<file path="config.mk">
export PLATFORM = sky130hd
export DESIGN_NAME = vc_scheduler
export DESIGN_NICKNAME = d
export VERILOG_FILES = /design/src/rtl/vc_scheduler.sv
export SDC_FILE = /design/constraint.sdc
export NUM_CORES = 1
export LEC_CHECK = 0
export ABC_CLOCK_PERIOD_IN_PS = 4990
export BUFFER_PORTS_ARGS = -buffer_cell sky130_fd_sc_hd__buf_2
export CAP_MARGIN = 20
export CORE_MARGIN = 3
export CORE_UTILIZATION = 35
export CTS_CLUSTER_SIZE = 25
export DETAILED_ROUTE_END_ITERATION = 10
export PLACE_DENSITY = 0.66
export SYNTH_ARGS = -nofsm -noshare
export SYNTH_HDL_FRONTEND = slang
export SYNTH_SLANG_ARGS = --single-unit
</file>
<file path="constraint.sdc">
create_clock -name clk -period 4.99 [get_ports clk]
set_input_delay 0.7485 -clock clk [delete_from_list [all_inputs] [get_ports clk]]
set_output_delay 0.7485 -clock clk [all_outputs]
set_load 0.01 [all_outputs]
</file>
<file path="src/rtl/vc_scheduler.sv">
// rtl/vc_scheduler.sv - weighted round-robin drain of four VC FIFOs onto one output link
module vc_scheduler #(
    parameter int WEIGHT_W = 3
) (
    input  logic                  clk,
    input  logic                  rst,
    input  logic                  enb,
    input  logic [3:0]            valid_channel,
    input  logic [1:0]            rndrobin_input,
    input  logic [4*WEIGHT_W-1:0] weights,
    input  logic                  downstream_afull,
    output logic [3:0]            pop,
    output logic [1:0]            grant_vc,
    output logic                  grant_valid,
    output logic                  burst_done
);

    typedef enum logic [1:0] {
        IDLE    = 2'b00,
        SERVE   = 2'b01,
        STALL   = 2'b10,
        ILLEGAL = 2'b11
    } state_t;

    state_t              state;
    state_t              state_nx;
    logic [1:0]          grant_nx;
    logic [WEIGHT_W-1:0] burst_cnt;
    logic [WEIGHT_W-1:0] cnt_nx;
    logic                done_nx;
    logic                release_grant;
    logic                can_pop;
    logic [WEIGHT_W-1:0] cur_w;
    logic [WEIGHT_W:0]   eff_w;
    logic [WEIGHT_W:0]   cnt_inc;
    logic [2:0]          idle_pick;
    logic [2:0]          rot_pick;

    // Returns {found, index}; search order s, s+1, s+2, s+3 with 2-bit wrap.
    function automatic logic [2:0] first_set(input logic [3:0] v, input logic [1:0] s);
        logic [1:0] idx;
        first_set = 3'b000;
        for (int k = 3; k >= 0; k--) begin
            idx = s + 2'(k);
            if (v[idx]) begin
                first_set = {1'b1, idx};
            end
        end
    endfunction

    assign cur_w     = weights[int'(grant_vc)*WEIGHT_W +: WEIGHT_W];
    assign eff_w     = (cur_w == '0) ? {{WEIGHT_W{1'b0}}, 1'b1} : {1'b0, cur_w};
    assign cnt_inc   = {1'b0, burst_cnt} + {{WEIGHT_W{1'b0}}, 1'b1};
    assign idle_pick = first_set(valid_channel, rndrobin_input);
    // Starting just past the current grant puts the granted channel last in line.
    assign rot_pick  = first_set(valid_channel, grant_vc + 2'd1);

    assign can_pop     = (state == SERVE) && enb && valid_channel[grant_vc] && !downstream_afull;
    assign grant_valid = (state != IDLE);

    always_comb begin
        pop = 4'b0000;
        if (can_pop) begin
            pop[grant_vc] = 1'b1;
        end
    end

    always_comb begin
        state_nx      = state;
        grant_nx      = grant_vc;
        cnt_nx        = burst_cnt;
        done_nx       = 1'b0;
        release_grant = 1'b0;
        case (state)
            IDLE: begin
                if (|valid_channel) begin
                    grant_nx = idle_pick[1:0];
                    cnt_nx   = '0;
                    state_nx = SERVE;
                end
            end
            SERVE: begin
                if (downstream_afull) begin
                    state_nx = STALL;
                end else if (valid_channel[grant_vc] && (cnt_inc < eff_w)) begin
                    cnt_nx = cnt_inc[WEIGHT_W-1:0];
                end else begin
                    release_grant = 1'b1;
                end
            end
            STALL: begin
                if (!downstream_afull) begin
                    state_nx = SERVE;
                end
            end
            default: begin
                state_nx = IDLE;
            end
        endcase

        if (release_grant) begin
            done_nx = 1'b1;
            cnt_nx  = '0;
            if (rot_pick[2]) begin
                grant_nx = rot_pick[1:0];
            end else begin
                state_nx = IDLE;
            end
        end
    end

    always_ff @(posedge clk) begin
        if (!rst) begin
            state      <= IDLE;
            grant_vc   <= 2'b00;
            burst_cnt  <= '0;
            burst_done <= 1'b0;
        end else if (enb) begin
            state      <= state_nx;
            grant_vc   <= grant_nx;
            burst_cnt  <= cnt_nx;
            burst_done <= done_nx;
        end else begin
            burst_done <= 1'b0;
        end
    end

endmodule

</file>
==> impl_metrics.xml <==
<?xml version="1.0" encoding="UTF-8"?>
<metrics>
  <group name="min_path">
    <metric name="hold_path_end" unit="">burst_cnt[1]</metric>
    <metric name="holdCritStartpoint" unit="">burst_cnt[1]</metric>
    <metric name="hp-class" unit="">register to register</metric>
    <metric name="min_delay_path_depth" unit="">2</metric>
  </group>
  <group name="layout">
    <metric name="share_of_post_route_cells_with_drive_strength_above_1" unit="%">30.9</metric>
    <metric name="finish.utilization" unit="%">45.1</metric>
    <metric name="synthToLayoutAreaGrowth" unit="%">15.5</metric>
    <metric name="n_antenna_cell" unit="">0</metric>
    <metric name="num-nets-final" unit="">167</metric>
    <metric name="fin_cells" unit="">164</metric>
  </group>
  <group name="sta">
    <metric name="min_period_over_period" unit="%">52.2</metric>
    <metric name="worstMarginPinSlew" unit="ns">0.505</metric>
    <metric name="postLayoutSetupSlackWorst" unit="ns">2.39</metric>
    <metric name="totalNegativeSetupSlack" unit="ns">0</metric>
    <metric name="post-route-min-period" unit="ns">2.60</metric>
    <metric name="fin_max_slew_vios" unit="">0</metric>
    <metric name="rsz0062_at_grt" unit="">no</metric>
    <metric name="hold_violations" unit="">0</metric>
    <metric name="setup_violations" unit="">0</metric>
    <metric name="achievable-frequency" unit="GHz">0.384</metric>
    <metric name="slew_headroom" unit="%">66.3</metric>
    <metric name="skew" unit="ns">0.00145</metric>
  </group>
  <group name="yosys">
    <metric name="largest_family_of_logic_cells_by_synthesized_area" unit="">simple AND/OR/NAND/NOR gates</metric>
    <metric name="ys_seq_area_share" unit="%">17.5</metric>
    <metric name="synth_top_area_cell" unit="">sky130_fd_sc_hd__dfxtp_1</metric>
    <metric name="yosys-top-cells-area" unit="">sky130_fd_sc_hd__dfxtp_1, sky130_fd_sc_hd__mux4_2, sky130_fd_sc_hd__ha_1, sky130_fd_sc_hd__a21oi_1, sky130_fd_sc_hd__nand2_1</metric>
    <metric name="synth_largest_type_area_fraction" unit="%">17.5</metric>
    <metric name="yosys.area_share.simple" unit="%">24.0</metric>
    <metric name="synth_area_per_cell" unit="um2">8.23</metric>
    <metric name="synth.ff_latch_count" unit="">8</metric>
    <metric name="async_reset_ff_share" unit="%">0</metric>
    <metric name="synth_common_cells" unit="">sky130_fd_sc_hd__nand2_1, sky130_fd_sc_hd__a21oi_1, sky130_fd_sc_hd__dfxtp_1</metric>
    <metric name="synthAdderAreaFrac" unit="%">9.59</metric>
    <metric name="mux_cell_area_share_after_synthesis" unit="%">15.5</metric>
    <metric name="synthFlopType" unit="">sky130_fd_sc_hd__dfxtp_1</metric>
    <metric name="synth-compound-area-share" unit="%">22.5</metric>
    <metric name="yosys.cell_count.top_type" unit="">sky130_fd_sc_hd__nand2_1</metric>
    <metric name="syn-instance-count" unit="">111</metric>
    <metric name="number_of_enable_flip_flop_cells_after_synthesis" unit="">0</metric>
    <metric name="ys_warn_count" unit="">0</metric>
    <metric name="synth_cell_types" unit="">42</metric>
    <metric name="mappedNetlistNets" unit="">140</metric>
    <metric name="post_synth_xor_area_fraction" unit="%">0.959</metric>
    <metric name="syn_area" unit="um2">913</metric>
  </group>
  <group name="critical_path">
    <metric name="cpPeakStageDelay" unit="ns">0.63</metric>
    <metric name="critical-path-top-cell-by-count" unit="">sky130_fd_sc_hd__nor2b_1</metric>
    <metric name="r2r_start" unit="">grant_vc[0]</metric>
    <metric name="slowest_stage" unit="">sky130_fd_sc_hd__dfxtp_1</metric>
    <metric name="timing.critical_path.arrival" unit="ns">2.74</metric>
    <metric name="critical_path.endpoint_type" unit="">register</metric>
    <metric name="reg2reg_to" unit="">grant_vc[1]</metric>
    <metric name="required_arrival_time_at_the_worst_endpoint" unit="ns">5.13</metric>
    <metric name="path_class" unit="">register to register</metric>
    <metric name="start_kind" unit="">register</metric>
    <metric name="timing.reg2reg.worst_path_depth" unit="">8</metric>
    <metric name="critical_path.cell_chain" unit="">mux4_2 &gt; inv_1 &gt; ha_1 &gt; nor2b_1 &gt; o21ai_0 &gt; nor2b_1 &gt; a21oi_2 &gt; mux2_2</metric>
    <metric name="crit_path_max_fanout" unit="">12</metric>
    <metric name="worst-r2r-setup-slack" unit="ns">2.39</metric>
  </group>
  <group name="die">
    <metric name="initial_utilization" unit="%">39.0</metric>
    <metric name="die_area" unit="um2">3260</metric>
    <metric name="placement_rows" unit="">17</metric>
    <metric name="floorplan.die.width" unit="um">57.1</metric>
    <metric name="die_h" unit="um">57.1</metric>
    <metric name="design.portCount" unit="">30</metric>
    <metric name="coreArea" unit="um2">2340</metric>
  </group>
  <group name="global_route">
    <metric name="global_route.usage.met1" unit="%">17.8</metric>
    <metric name="antenna_found_initial" unit="">0</metric>
    <metric name="vias_in_the_first_global_route" unit="">785</metric>
    <metric name="grtUsageMet3" unit="%">2.71</metric>
    <metric name="wire_length_of_the_first_global_routing_pass" unit="um">3440</metric>
    <metric name="grt_busiest_layer" unit="">met2</metric>
    <metric name="groute.layer.met2.usage" unit="%">19.4</metric>
    <metric name="grt_start_max_net_pins" unit="">13</metric>
    <metric name="gr-usage-all-layers" unit="%">13.0</metric>
    <metric name="grt_overflow" unit="">0</metric>
  </group>
  <group name="drt">
    <metric name="vias" unit="">896</metric>
    <metric name="viasPerCell" unit="">5.46</metric>
    <metric name="first_iter_violations" unit="">32</metric>
    <metric name="wire_per_inst" unit="um">12.1</metric>
    <metric name="dr.pass1.iters" unit="">4</metric>
    <metric name="drt-total-wl" unit="um">1990</metric>
    <metric name="drt_drc_violations_left" unit="">0</metric>
    <metric name="drtAntennaViolNets" unit="">0</metric>
  </group>
  <group name="cts">
    <metric name="cts_max_level" unit="">1</metric>
    <metric name="ctsLongestPathBuffers" unit="">2</metric>
    <metric name="post_cts_buffers" unit="">0</metric>
    <metric name="postCtsResizedCells" unit="">0</metric>
    <metric name="cts_num_sinks" unit="">8</metric>
    <metric name="cts.root.buffer_cell" unit="">sky130_fd_sc_hd__clkbuf_4</metric>
    <metric name="clk_pin_slew_worst_setup_hold_paths" unit="ns">0.05</metric>
    <metric name="cts_inserted_buffers" unit="">3</metric>
    <metric name="worst_skew_pair.late_latency" unit="ns">0.25</metric>
    <metric name="cts_hold_buffers" unit="">0</metric>
    <metric name="tritoncts" unit="">yes</metric>
  </group>
  <group name="flow_run">
    <metric name="max-cap-violations" unit="">0</metric>
  </group>
  <group name="pwr">
    <metric name="p_leak" unit="nW">0.487</metric>
    <metric name="worst_ir_drop_vdd" unit="mV">0.101</metric>
    <metric name="power.density_cell_area" unit="nW/um2">186</metric>
    <metric name="design_power_total" unit="mW">0.196</metric>
  </group>
  <group name="status">
    <metric name="outcome" unit="">complete, no violations</metric>
  </group>
  <group name="placed_design">
    <metric name="port-buffer-count" unit="">29</metric>
    <metric name="dpl_ws" unit="ns">2.30</metric>
    <metric name="placer_congestion" unit="">0.788</metric>
    <metric name="place.detailed.instances" unit="">161</metric>
    <metric name="place.detailed.hpwl" unit="um">1580</metric>
  </group>
</metrics>
-- cells in the final DEF, fill, tap and decap left out, drive strengths merged, types with 3 or more instances in the layout --
cell	n
ha	7
mux2i	4
nor2	7
buf	29
nand2b	3
o21ai	5
clkbuf	3
a211oi	3
nand3b	3
nand2	11
and3	4
o22ai	3
dfxtp	8
nor2b	3
mux4	4
a21oi	11
nand3	3
inv	7
-- power by group --
part | total, mW | internal [mW] | switching (mW)
combinational | 0.0727 | 0.0358 | 0.0369
sequential | 0.0748 | 0.0669 | 0.00798
clock | 0.0483 | 0.0274 | 0.0208
-- cell families (layout without fill, tap and decap cells) --
family,after synthesis,count (layout)
buffers and inverters,15,40
xor gates and xnor gates,1,1
DFF,8,8
and+or+nand+nor,40,40
adders and majority gates,7,7
AOI/OAI and AO/OA,31,31
muxes,9,9
-- worst max-delay path, delay by kind of cell, from the launching register on --
family	cells	cell delay, ns
AND/OR/NAND/NOR	2	0.38
AO/OA/AOI/OAI	2	0.30
flip-flops	1	0.63
buffers and inverters	1	0.08
adder cells (fa/ha/maj)	1	0.24
multiplexers	2	0.86
-- layout make-up --
cell class	instances	area, um2
inverters	8	30.0
flip-flops and latches	8	160
repair buffers	29	145
fillers	250	1280
clock buffers	3	22.5
well taps	28	35.0
multi-input cells	88	662
-- state kept, by name, summed over array words and instances (netlist names) --
signal	count
burst_cnt	3
burst_done	1
grant_vc	2
state	2
-- layer usage --
| metal | wire (um) | up-vias |
|---|---|---|
| li1 | - | 463 |
| met1 | 927 | 397 |
| met2 | 885 | 32 |
| met3 | 153 | 4 |
| met4 | 25 | 0 |
| met5 | 0 | - |
-- worst max-delay path by stage --
| stage | from | end | cells after the start |
|---|---|---|---|
| detailed placement | weights[10] | grant_vc[1] | 9 |
| global placement | weights[10] | grant_vc[1] | 9 |
| floorplan | weights[10] | grant_vc[1] | 8 |
| CTS | grant_vc[0] | grant_vc[1] | 8 |
| finish | grant_vc[0] | grant_vc[1] | 8 |
| global route | grant_vc[0] | grant_vc[1] | 8 |
-- through the flow --
stage / hold slack, ns / instance area (um2)
after CTS: 0.499 / 1050
after floorplan: 0.464 / 913
final: 0.498 / 1050
after detailed placement: 0.489 / 1030
after global routing: 0.540 / 1050
after global placement: 0.483 / 1030
No activity file was read; power rests on OpenSTA's default activity.
